--- config.mk ---
export PLATFORM = sky130hd
export DESIGN_NAME = rd53_cmd_ser
export DESIGN_NICKNAME = d
export VERILOG_FILES = /design/src/rtl/rd53_cmd_ser.sv
export SDC_FILE = /design/constraint.sdc
export NUM_CORES = 1
export LEC_CHECK = 0
export CAP_MARGIN = 20
export CORE_UTILIZATION = 53
export DETAILED_ROUTE_END_ITERATION = 10
export GPL_ROUTABILITY_DRIVEN = 0
export PLACE_DENSITY = 0.82
export SYNTH_ARGS = -nofsm -noshare
export SYNTH_HDL_FRONTEND = slang
export SYNTH_SLANG_ARGS = --single-unit
export TNS_END_PERCENT = 10
--- constraint.sdc ---
create_clock -name clk160MHz -period 3 [get_ports clk160MHz]
set_input_delay 0.6 -clock clk160MHz [delete_from_list [all_inputs] [get_ports clk160MHz]]
set_output_delay 0.6 -clock clk160MHz [all_outputs]
set_load 0.02 [all_outputs]
--- src/rtl/rd53_cmd_ser.sv ---
// RD53A command serializer: 16-bit frames out MSB-first, with a periodic sync and NOOP idle fill.
// Optional statistics counters are compiled in when RD53_CMD_STATS_EN is defined.
module rd53_cmd_ser #(
    parameter int          SYNC_PERIOD = 32,
    parameter logic [15:0] SYNC_WORD   = 16'h817E,
    parameter logic [15:0] NOOP_WORD   = 16'h6969
) (
    input  logic        clk160MHz,
    input  logic        rst160MHz,
    input  logic [15:0] s_data,
    input  logic        s_valid,
    output logic        s_ready,
    output logic        cmd_out,
    output logic        frame_start,
    output logic        sync_sent
`ifdef RD53_CMD_STATS_EN
    ,
    input  logic        stat_clr,
    output logic [31:0] stat_user_cnt,
    output logic [31:0] stat_sync_cnt,
    output logic [31:0] stat_noop_cnt
`endif
);

    localparam int              SLOT_W    = (SYNC_PERIOD > 2) ? $clog2(SYNC_PERIOD) : 1;
    localparam logic [SLOT_W-1:0] SLOT_LAST = SLOT_W'(SYNC_PERIOD - 1);

    logic [3:0]        bit_cnt_r;
    logic [SLOT_W-1:0] slot_cnt_r;
    logic [15:0]       shreg_r;
    logic              load_s;
    logic              is_sync_s;
    logic              accept_s;
    logic              is_noop_s;
    logic [15:0]       word_s;

    // Load decision and word selection: sync slot first, then user frame, else idle fill
    always_comb begin
        load_s    = (bit_cnt_r == 4'd15);
        is_sync_s = load_s && (slot_cnt_r == '0);
        s_ready   = load_s && (slot_cnt_r != '0) && !rst160MHz;
        accept_s  = s_ready && s_valid;
        is_noop_s = load_s && !is_sync_s && !accept_s;
        if (is_sync_s) begin
            word_s = SYNC_WORD;
        end else if (accept_s) begin
            word_s = s_data;
        end else begin
            word_s = NOOP_WORD;
        end
    end

    // Bit/slot counters, shift register and registered serial outputs
    always_ff @(posedge clk160MHz) begin
        if (rst160MHz) begin
            bit_cnt_r   <= 4'd15;
            slot_cnt_r  <= '0;
            shreg_r     <= 16'h0000;
            cmd_out     <= 1'b0;
            frame_start <= 1'b0;
            sync_sent   <= 1'b0;
        end else begin
            bit_cnt_r   <= bit_cnt_r - 4'd1;
            frame_start <= load_s;
            sync_sent   <= is_sync_s;
            if (load_s) begin
                // cmd_out takes bit 15 straight from the selected word so it lands one cycle after the load
                shreg_r    <= word_s;
                cmd_out    <= word_s[15];
                slot_cnt_r <= (slot_cnt_r == SLOT_LAST) ? '0 : slot_cnt_r + {{(SLOT_W-1){1'b0}}, 1'b1};
            end else begin
                shreg_r    <= {shreg_r[14:0], 1'b0};
                cmd_out    <= shreg_r[14];
                slot_cnt_r <= slot_cnt_r;
            end
        end
    end

`ifdef RD53_CMD_STATS_EN
    function automatic logic [31:0] sat_inc(input logic [31:0] v);
        return (v == 32'hFFFF_FFFF) ? v : v + 32'd1;
    endfunction

    // Saturating per-kind frame counters; clear wins over increment
    always_ff @(posedge clk160MHz) begin
        if (rst160MHz || stat_clr) begin
            stat_user_cnt <= 32'd0;
            stat_sync_cnt <= 32'd0;
            stat_noop_cnt <= 32'd0;
        end else begin
            stat_user_cnt <= accept_s  ? sat_inc(stat_user_cnt) : stat_user_cnt;
            stat_sync_cnt <= is_sync_s ? sat_inc(stat_sync_cnt) : stat_sync_cnt;
            stat_noop_cnt <= is_noop_s ? sat_inc(stat_noop_cnt) : stat_noop_cnt;
        end
    end
`endif

endmodule

==> summary.md, run 1 <==
| Metric | Value |
|---|---|
| Most common cell after layout, fill and taps aside | dfxtp_1 |
| Yosys top cell area share | 0.473 |
| Post-DP HPWL | 1580 microns |
| RSZ-0062 raised after global routing | false |
| Mapped Cells | 129 |
| Max Slew Vio Count | 0 |
| Final #Nets | 173 |
| Number of library cell types mapped by synthesis | 27 |
| Final min period | 2.68 ns |
| Post-synth EDFFs | 0 |
| Fmax | 373 MHz |
| Syn_area_per_cell | 8.87 sq um |
| Setup Skew | 0.00363 ns |
| I/O Pins | 23 |
| Mapped Area | 1140 sq um |
| Worst EP arrival | 2.08 ns |
| Chip Width | 48.5 microns |
| CP Class | flop to primary output |
| WL per Instance | 12.8 microns |
| Worst-Skew Late Latency | 0.32 ns |
| Post-CTS Setup Bufs | 0 |
| TritonCTS Sinks | 27 |
| Root Buffer | clkbuf_4 |
| Starting Density | 0.571 |
| Fin Setup TNS | 0 ns |
| Slew @ Worst Pin | 0.608 ns |
| Area contributors post-synth | dfxtp_1 47%, ha_1 5.5%, a21oi_1 5.3% |
| Initial antenna violation count | 0 |
| Post-Route WL | 2230 microns |
| Post-synth ARST share | 0 |
| Final Setup Violations | 0 |
| Largest net degree at the start of global routing | 28 |
| Total Power | 743 uW |
| Syn-to-layout area delta | 22.9% |
| GRT Total Usage | 0.202 |
| H-tree depth | 1 |
| CTS Buf Count | 3 |
| Status | complete, no violations |
| Most frequent cells in the layout | 27 x dfxtp_1, 22 x clkdlybuf4s50_1, 14 x nor2_1, 12 x nand2_1, 12 x a21oi_1 |
| Predominant post-synthesis flop cell | dfxtp_1 |
| Final ANT Viol Nets | 0 |
| Diodes inserted | 0 |
| HP Class | flop to flop |
| Iteration-0 DRC count of the detailed router | 19 |
| Yosys Warn Count | 0 |
| Gr ovfl total | 0 |
| Clk buf depth | 2 |
| CTS clk-pin slew, worst paths | 0.15 ns |
| TritonCTS clock tree | done |
| Slew headroom | 0.595 |
| Die Y-Extent | 48.5 microns |
| DRT Pass-1 Iters | 6 |
| Flop and latch count out of synthesis | 27 |
| Req. time, crit path | 2.40 ns |
| Critical Path Sink Type | primary output |
| First-pass GRT wire length | 3660 microns |
| Core ar. | 2000 sq um |
| PwrDens | 529 nW/um^2 |
| Die ar. | 2350 sq um |
| Layout cells sized above 1 | 0.0946 |
| Post-synth top area cell | dfxtp_1 |
| Max-Cap Viols | 0 |
| Vias in the first global route | 890 |
| Pleak | 0.532 nW |
| Post-synthesis sequential area ratio | 0.473 |
| Max FO, Critical Path | 6 |
| Row Count | 16 |
| Drc violations | 0 |
| Tcrit/Tclk final | 0.892 |
| DR vias/cell | 5.49 |
| Peak supply drop | 0.397 mV |
| Via Count | 960 |
| Fillers | 155 |
| Hold Violations, Final | 0 |
| PortBufs | 22 |
| Post-Syn Nets | 153 |
| Kind of start point of the critical path | flop |
==> sequential cells by signal (all words and copies together) (netlist names) <==
name	cells
sync_sent	1
bit_cnt_r	4
cmd_out	1
shreg_r	15
slot_cnt_r	5
frame_start	1
==> final timing paths <==
path                            cells after the start          start            end  slack [ns]
worst min-delay path                                2    shreg_r[10]    shreg_r[11]        0.44
worst max register to register                      5  slot_cnt_r[0]  slot_cnt_r[2]        1.21
worst max-delay path                                5  slot_cnt_r[0]        s_ready        0.32
worst min register to register                      2    shreg_r[10]    shreg_r[11]        0.44
==> cells in the mapped netlist (4+ instances only) <==
cell and number:
nand3_1 5, nand2b_1 7, a21oi_1 12, inv_1 5, nand2_1 12, clkbuf_1 6
nor3_1 7, nor2_1 14, a211oi_1 4, ha_1 5, dfxtp_1 27, a211oi_2 4
nand4_1 4
==> worst max-delay path: stages (launching register included) <==
cell             delay (ns)
dfxtp_1                0.44
inv_1                  0.06
ha_1                   0.21
nor4b_2                0.19
nor3_1                 0.21
clkdlybuf4s50_1        0.65
==> stage by stage <==
stage / hold WS, ns / util / cells / setup WS, ns / area (sq um)
4_1_cts: 0.447 / 0.699 / 175 / 0.0242 / 1400
2_1_floorplan: 0.400 / - / 129 / 0.874 / 1140
3_5_place_dp: 0.420 / 0.684 / 171 / 0.424 / 1370
5_1_grt: 0.466 / 0.702 / 175 / 0.234 / 1410
6_report: 0.444 / 0.702 / 175 / 0.323 / 1410
3_3_place_gp: 0.411 / 0.684 / 171 / 0.457 / 1370
==> repair_timing <==
item,4_1_cts,5_1_grt
endpoints found under the setup margin,0,1
hold buffers,0,0
resized for setup,0,1
==> power breakdown <==
group	switching (mW)	leakage (nW)	internal (mW)
logic	0.0952	0.296	0.0799
clock network	0.109	0.0139	0.0510
registers	0.0156	0.222	0.393
==> kinds of logic after synthesis <==
family / synth area share
adder cells (fa/ha/maj): 0.0547
XOR/XNOR: 0.0153
AO/OA/AOI/OAI: 0.144
buffers and inverters: 0.0547
AND/OR/NAND/NOR: 0.258
flip-flops: 0.473
==> cell type report <==
class,count,area [sq um],share of cell area
Sequential cell,27,541,0.385
Multi-Input combinational cell,88,547,0.389
Clock buffer,3,22.5,0.0160
Tap cell,27,33.8,0.0240
Inverter,5,18.8,0.0134
Timing Repair Buffer,24,235,0.167
Clock inverter,1,7.51,0.00534
==> per-layer routing <==
metal | GRT usage | share of wire | up-vias
met5 | 0 | 0 | -
met4 | 0.103 | 0.029 | 0
met3 | 0.0377 | 0.034 | 8
met2 | 0.366 | 0.49 | 27
met1 | 0.224 | 0.45 | 442
li1 | - | - | 483
No activity file was read; power rests on OpenSTA's default activity.
==> inputs of run 2 (changes only) <==
Settings changed: HOLD_SLACK_MARGIN set to 0.08, RECOVER_POWER set to 100.
==> summary.md, run 2 (synthesis results as in run 1) <==
| Metric | Value |
|---|---|
| Initial antenna violation count | 0 (unchanged) |
| Core ar. | 2000 sq um (unchanged) |
| Gr ovfl total | 0 (unchanged) |
| First-pass GRT wire length | 3660 microns (unchanged) |
| PwrDens | 531 nW/um^2 (+0.32%) |
| Via Count | 952 (-0.83%) |
| Fmax | 360 MHz (-3.6%) |
| Fillers | 159 (+2.6%) |
| TritonCTS Sinks | 27 (unchanged) |
| Max-Cap Viols | 0 (unchanged) |
| Max Slew Vio Count | 0 (unchanged) |
| Largest regs | shreg_r x15, slot_cnt_r x5, bit_cnt_r x4 |
| CTS clk-pin slew, worst paths | 0.15 ns (about the same) |
| Worst-Skew Late Latency | 0.32 ns (about the same) |
| PortBufs | 22 (unchanged) |
| Slew @ Worst Pin | 1.09 ns (+0.484 ns) |
| Reg with most FFs | shreg_r |
| Worst Hold Path Cells | 2 (unchanged) |
| Row Count | 16 (unchanged) |
| Final ANT Viol Nets | 0 (unchanged) |
| Slew headroom | 0.272 (-0.323) |
| TritonCTS clock tree | done |
| Post-DP HPWL | 1580 microns (unchanged) |
| Hold Violations, Final | 0 (unchanged) |
| Syn-to-layout area delta | 20.8% |
| Global route hottest layer | met2 |
| Final #Nets | 173 (unchanged) |
| GR Util met2 | 0.366 (unchanged) |
| Kind of start point of the critical path | flop |
| Multi-input logic area | 527 sq um (-3.7%) |
| Hold-fix buffers, CTS | 0 (unchanged) |
| Req. time, crit path | 2.40 ns (about the same) |
| Die ar. | 2350 sq um (unchanged) |
| Setup Skew | 0.00344 ns (-0.000191 ns) |
| CTS Buf Count | 3 (unchanged) |
| DR vias/cell | 5.44 (-0.83%) |
| Starting Density | 0.571 (unchanged) |
| Root Buffer | clkbuf_4 |
| Hold_ws | 0.444 ns (-0.000196 ns) |
| Tcrit/Tclk final | 0.926 (+0.0332) |
| Max reg flops | 15 (unchanged) |
| DRT Pass-1 Iters | 4 (-2) |
| Worst R2R End | slot_cnt_r[2] |
| CP Class | flop to primary output |
| Chip Width | 48.5 microns (unchanged) |
| Peak supply drop | 0.388 mV (-2.1%) |
| Drc violations | 0 (unchanged) |
| WL per Instance | 12.6 microns (-1.4%) |
| Status | complete, no violations |
| Post-Route WL | 2200 microns (-1.4%) |
| R2R setup slack | 1.21 ns (about the same) |
| Most frequent cells in the layout | 27 x dfxtp_1, 17 x clkdlybuf4s50_1, 14 x nor2_1, 12 x nand2_1, 12 x a21oi_1 |
| Max FO, Critical Path | 6 (unchanged) |
| Fin Setup TNS | 0 ns (unchanged) |
| Depth of the most critical reg-to-reg path | 5 (unchanged) |
| Critical Path Sink Type | primary output |
| Final min period | 2.78 ns (+0.0996 ns) |
| Most common cell after layout, fill and taps aside | dfxtp_1 |
| GRT Total Usage | 0.202 (unchanged) |
| Iteration-0 DRC count of the detailed router | 21 (+2) |
| Met3 usage | 0.0377 (unchanged) |
| Vias in the first global route | 890 (unchanged) |
| Diodes inserted | 0 (unchanged) |
| GRT met1 Usage | 0.224 (unchanged) |
| FF-to-FF Start | slot_cnt_r[0] |
| Layout cells sized above 1 | 0.0608 (-0.0338) |
| CP Launch Point | slot_cnt_r[0] |
| Worst EP arrival | 2.18 ns (+0.10 ns) |
| Final Setup Violations | 0 (unchanged) |
| Hold_sp | shreg_r[10] |
| I/O Pins | 23 (unchanged) |
| Pleak | 0.534 nW (+0.44%) |
| Hold Path End | shreg_r[11] |
| Clk buf depth | 2 (unchanged) |
| HP Class | flop to flop |
| H-tree depth | 1 (unchanged) |
| RSZ-0062 raised after global routing | false |
| Largest net degree at the start of global routing | 28 (unchanged) |
| Die Y-Extent | 48.5 microns (unchanged) |
| Sequential cell area | 541 sq um (unchanged) |
## run 2: timing repair
action | CTS | global route
resized for setup | 0 | 1
setup endpoints to repair | 0 | 1
setup buffers | 0 | 0
## run 2: worst max path at each step
stage / to / slack [ns] / depth (start not counted)
after floorplan: s_ready / 0.87 / 3
after global placement: s_ready / 0.46 / 3
after detailed placement: s_ready / 0.42 / 5
after CTS: s_ready / 0.02 / 5
after global routing: s_ready / 0.13 / 5
final: s_ready / 0.22 / 5
## run 2: per-layer routing
layer / wire length (microns) / up-vias
li1: - / 483
met1: 975 / 438
met2: 1110 / 25
met3: 76 / 6
met4: 44 / 0
met5: 0 / -
## run 2: where the power goes
| part | switching (mW) | internal [mW] |
|---|---|---|
| logic | 0.0905 | 0.0743 |
| clock network | 0.109 | 0.0510 |
| registers | 0.0153 | 0.393 |
| total | 0.215 | 0.518 |
## run 2: metrics by stage
stage / setup slack, ns / power (mW) / util / instance area (sq um) / cells
3_5_place_dp: 0.424 / 0.590 / 0.684 / 1370 / 171
2_1_floorplan: 0.874 / 0.534 / - / 1140 / 129
6_report: 0.223 / 0.733 / 0.690 / 1380 / 175
4_1_cts: 0.0242 / 0.747 / 0.699 / 1400 / 175
3_3_place_gp: 0.457 / 0.582 / 0.684 / 1370 / 171
5_1_grt: 0.127 / 0.767 / 0.690 / 1380 / 175
## run 2: cell type report
class,count,area share
clock buffer,3,0.0163
clock inverter,1,0.00543
inverter,5,0.0136
multi-input combinational,88,0.381
sequential,27,0.391
tap,27,0.0245
timing repair buffer,24,0.168
## run 2: critical path: stages (launching register included)
cell           delay [ns]
dfxtp_1              0.38
inv_1                0.07
ha_1                 0.16
nor4b_2              0.45
nor3_1               0.12
dlygate4sd3_1        0.67
==> inputs of run 3 (changes only) <==
Settings changed: ABC_AREA set to 1.
==> summary.md, run 3 <==
| Metric | Value |
|---|---|
| Status | complete, no violations |
| Global route hottest layer | met2 |
| DRT Pass-1 Iters | 4 (unchanged) |
| TritonCTS clock tree | done |
| CTS Buf Count | 3 (unchanged) |
| Slowest cell on crit path | dlygate4sd3_1 |
| Worst Hold Path Cells | 1 (-1) |
| Predominant post-synthesis flop cell | dfxtp_1 |
| Fillers | 163 (+2.5%) |
| Worst EP arrival | 2.14 ns (-0.04 ns) |
| Post-synth top cells | 27 x dfxtp_1, 22 x nand2_1, 21 x inv_1, 12 x a21oi_1, 7 x o31ai_1 |
| Largest regs | shreg_r x15, slot_cnt_r x5, bit_cnt_r x4 |
| DR vias/cell | 5.10 (-6.3%) |
| Drc violations | 0 (unchanged) |
| Number of library cell types mapped by synthesis | 25 (-7.4%) |
| Max Slew Vio Count | 0 (unchanged) |
| Worst-Skew Late Latency | 0.32 ns (about the same) |
| Hold-fix buffers, CTS | 0 (unchanged) |
| Mapped Cells | 140 (+8.5%) |
| PortBufs | 22 (unchanged) |
| Via Count | 963 (+1.2%) |
| Post-DP HPWL | 1630 microns (+3.6%) |
| Area contributors post-synth | dfxtp_1 46%, nand2_1 7.1%, inv_1 6.7% |
| Post-synth top area cell | dfxtp_1 |
| Vias in the first global route | 932 (+4.7%) |
| Kind of start point of the critical path | input port |
| Hold Violations, Final | 0 (unchanged) |
| Critical path buffers and inverters | 3 (+1) |
| RSZ-0062 raised after global routing | false |
| Met3 usage | 0.0436 (+0.00588) |
| First-pass GRT wire length | 3660 microns (unchanged) |
| Post-synthesis sequential area ratio | 0.462 (-0.0106) |
| Clk buf depth | 2 (unchanged) |
| Placed cells | 185 (+8.2%) |
| Row Count | 16 (unchanged) |
| Post-Layout Inst Area | 1430 sq um (+3.3%) |
| Iteration-0 DRC count of the detailed router | 8 (-62%) |
| Max reg flops | 15 (unchanged) |
| Die Y-Extent | 49.0 microns (+1.1%) |
| CP peak stage delay | 0.62 ns (-0.05 ns) |
| PwrDens | 509 nW/um^2 (-4.0%) |
| Dpl cell area | 1410 sq um (+2.7%) |
| Yosys top cell area share | 0.462 (-0.0106) |
| Peak supply drop | 0.332 mV (-14%) |
| Post-synth EDFFs | 0 (unchanged) |
| HP Class | flop to flop |
| I/O Pins | 23 (unchanged) |
| Hold_sp | bit_cnt_r[0] |
| Layout cells sized above 1 | 0.0741 (+0.0133) |
| Slew headroom | 0.499 (+0.226) |
| H-tree depth | 1 (unchanged) |
| R2R setup slack | 1.48 ns (+0.27 ns) |
| Yosys Warn Count | 0 (unchanged) |
| Count leader, synth | dfxtp_1 |
| Root Buffer | clkbuf_4 |
| Pleak | 0.632 nW (+18%) |
| Fin Setup TNS | 0 ns (unchanged) |
| Flop and latch count out of synthesis | 27 (unchanged) |
| Reg with most FFs | shreg_r |
| Chip Width | 49.0 microns (+1.1%) |
| Most common cell after layout, fill and taps aside | dfxtp_1 |
| Hold Path End | bit_cnt_r[0] |
| Final min period | 2.74 ns (-0.0343 ns) |
| Max-Cap Viols | 0 (unchanged) |
| Gr ovfl total | 0 (unchanged) |
| Post-synth ARST share | 0 (unchanged) |
| Max FO, Critical Path | 6 (unchanged) |
| Worst R2R End | shreg_r[3] |
| Non-Filler Instances | 189 (+8.0%) |
| Diodes inserted | 0 (unchanged) |
| Final #Nets | 187 (+8.1%) |
| Syn-to-layout area delta | 21.9% |
| Final Setup Violations | 0 (unchanged) |
| CP Class | input port to primary output |
| Mapped Area | 1170 sq um (+2.3%) |
| Most frequent cells in the layout | 27 x dfxtp_1, 23 x nand2_1, 21 x inv_1, 18 x clkdlybuf4s50_1, 12 x a21oi_1 |
| Core ar. | 2020 sq um (+1.0%) |
| TritonCTS Sinks | 27 (unchanged) |
| Initial antenna violation count | 0 (unchanged) |
| Fmax | 365 MHz (+1.2%) |
| GR Util met2 | 0.359 (-0.00740) |
| GRT met1 Usage | 0.215 (-0.00916) |
| Post-Route WL | 2180 microns (-1.0%) |
| FF-to-FF Start | bit_cnt_r[0] |
| Post-Syn Nets | 164 (+7.2%) |
| Die ar. | 2400 sq um (+2.2%) |
| Starting Density | 0.579 (+0.00734) |
| Total Power | 726 uW (-0.92%) |
| Largest net degree at the start of global routing | 19 (-32%) |
| Critical Path Sink Type | primary output |
| GRT Total Usage | 0.200 (-0.00215) |
| Syn_area_per_cell | 8.36 sq um (-5.7%) |
| Req. time, crit path | 2.40 ns (about the same) |
| Cts repair resizes | 0 (unchanged) |
| Crit-path cells | dlygate4sd3_1, nor2_8, nand2_1, clkinv_2, clkdlybuf4s50_1 |
| Worst path top cell family by delay | buffers and inverters |
| Final ANT Viol Nets | 0 (unchanged) |
| Depth of the most critical reg-to-reg path | 8 (+3) |
| Slew @ Worst Pin | 0.752 ns (-0.340 ns) |
| Tcrit/Tclk final | 0.914 (-0.0114) |
| Post-CTS Setup Bufs | 0 (unchanged) |
| WL per Instance | 11.5 microns (-8.3%) |
| Setup Skew | 0.00439 ns (+0.000948 ns) |
| CTS clk-pin slew, worst paths | 0.14 ns (about the same) |
==> run 3: per-layer routing <==
| layer | wire, microns | vias up | part of all wire |
|---|---|---|---|
| met5 | 0 | - | 0 |
| met4 | 21 | 0 | 0.0096 |
| met3 | 83 | 2 | 0.038 |
| met2 | 1140 | 19 | 0.52 |
| met1 | 932 | 443 | 0.43 |
| li1 | - | 499 | - |
==> run 3: logic make-up (layout without fill, tap and decap cells) <==
family          count (synthesis)  after routing  synth area share
flops                          27             27             0.462
compound gates                 34             34             0.187
fa+ha+maj                       5              5            0.0535
simple gates                   44             44             0.189
buf+inv                        29             51             0.101
xor+xnor                        1              1           0.00749
==> run 3: worst max-delay path by stage <==
| stage | end | cells past startpoint | start |
|---|---|---|---|
| 2_1_floorplan | s_ready | 7 | slot_cnt_r[0] |
| 3_3_place_gp | s_ready | 5 | rst160MHz |
| 3_5_place_dp | s_ready | 5 | rst160MHz |
| 4_1_cts | s_ready | 6 | bit_cnt_r[0] |
| 5_1_grt | s_ready | 8 | slot_cnt_r[0] |
| 6_report | s_ready | 5 | rst160MHz |
==> run 3: power by group <==
| part | switching (mW) | internal [mW] |
|---|---|---|
| Combinational | 0.0953 | 0.0722 |
| Clock | 0.101 | 0.0499 |
| Sequential | 0.0141 | 0.394 |
==> run 3: cell type report <==
| class | instances | area, sq um | area share |
|---|---|---|---|
| Sequential cell | 27 | 541 | 0.379 |
| Multi-Input combinational cell | 84 | 509 | 0.357 |
| Timing Repair Buffer | 23 | 224 | 0.157 |
| Inverter | 24 | 91.3 | 0.0640 |
| Tap cell | 27 | 33.8 | 0.0237 |
| Clock buffer | 3 | 22.5 | 0.0158 |
| Clock inverter | 1 | 5.00 | 0.00351 |
==> run 3: metrics by stage <==
stage	setup WS, ns	util	hold WS, ns
floorplan	1.29	-	0.383
global placement	0.397	0.695	0.394
global route	0.139	0.705	0.461
finish	0.257	0.705	0.439
CTS	0.311	0.709	0.442
detailed placement	0.391	0.695	0.410
==> run 3: worst reg2reg max path: stages (launching register included) <==
cell	delay, ns
dfxtp_1	0.39
ha_1	0.20
nand3_4	0.23
nor2_8	0.20
nand2_1	0.10
clkinv_2	0.07
nand2_2	0.07
o21bai_1	0.15
inv_1	0.05
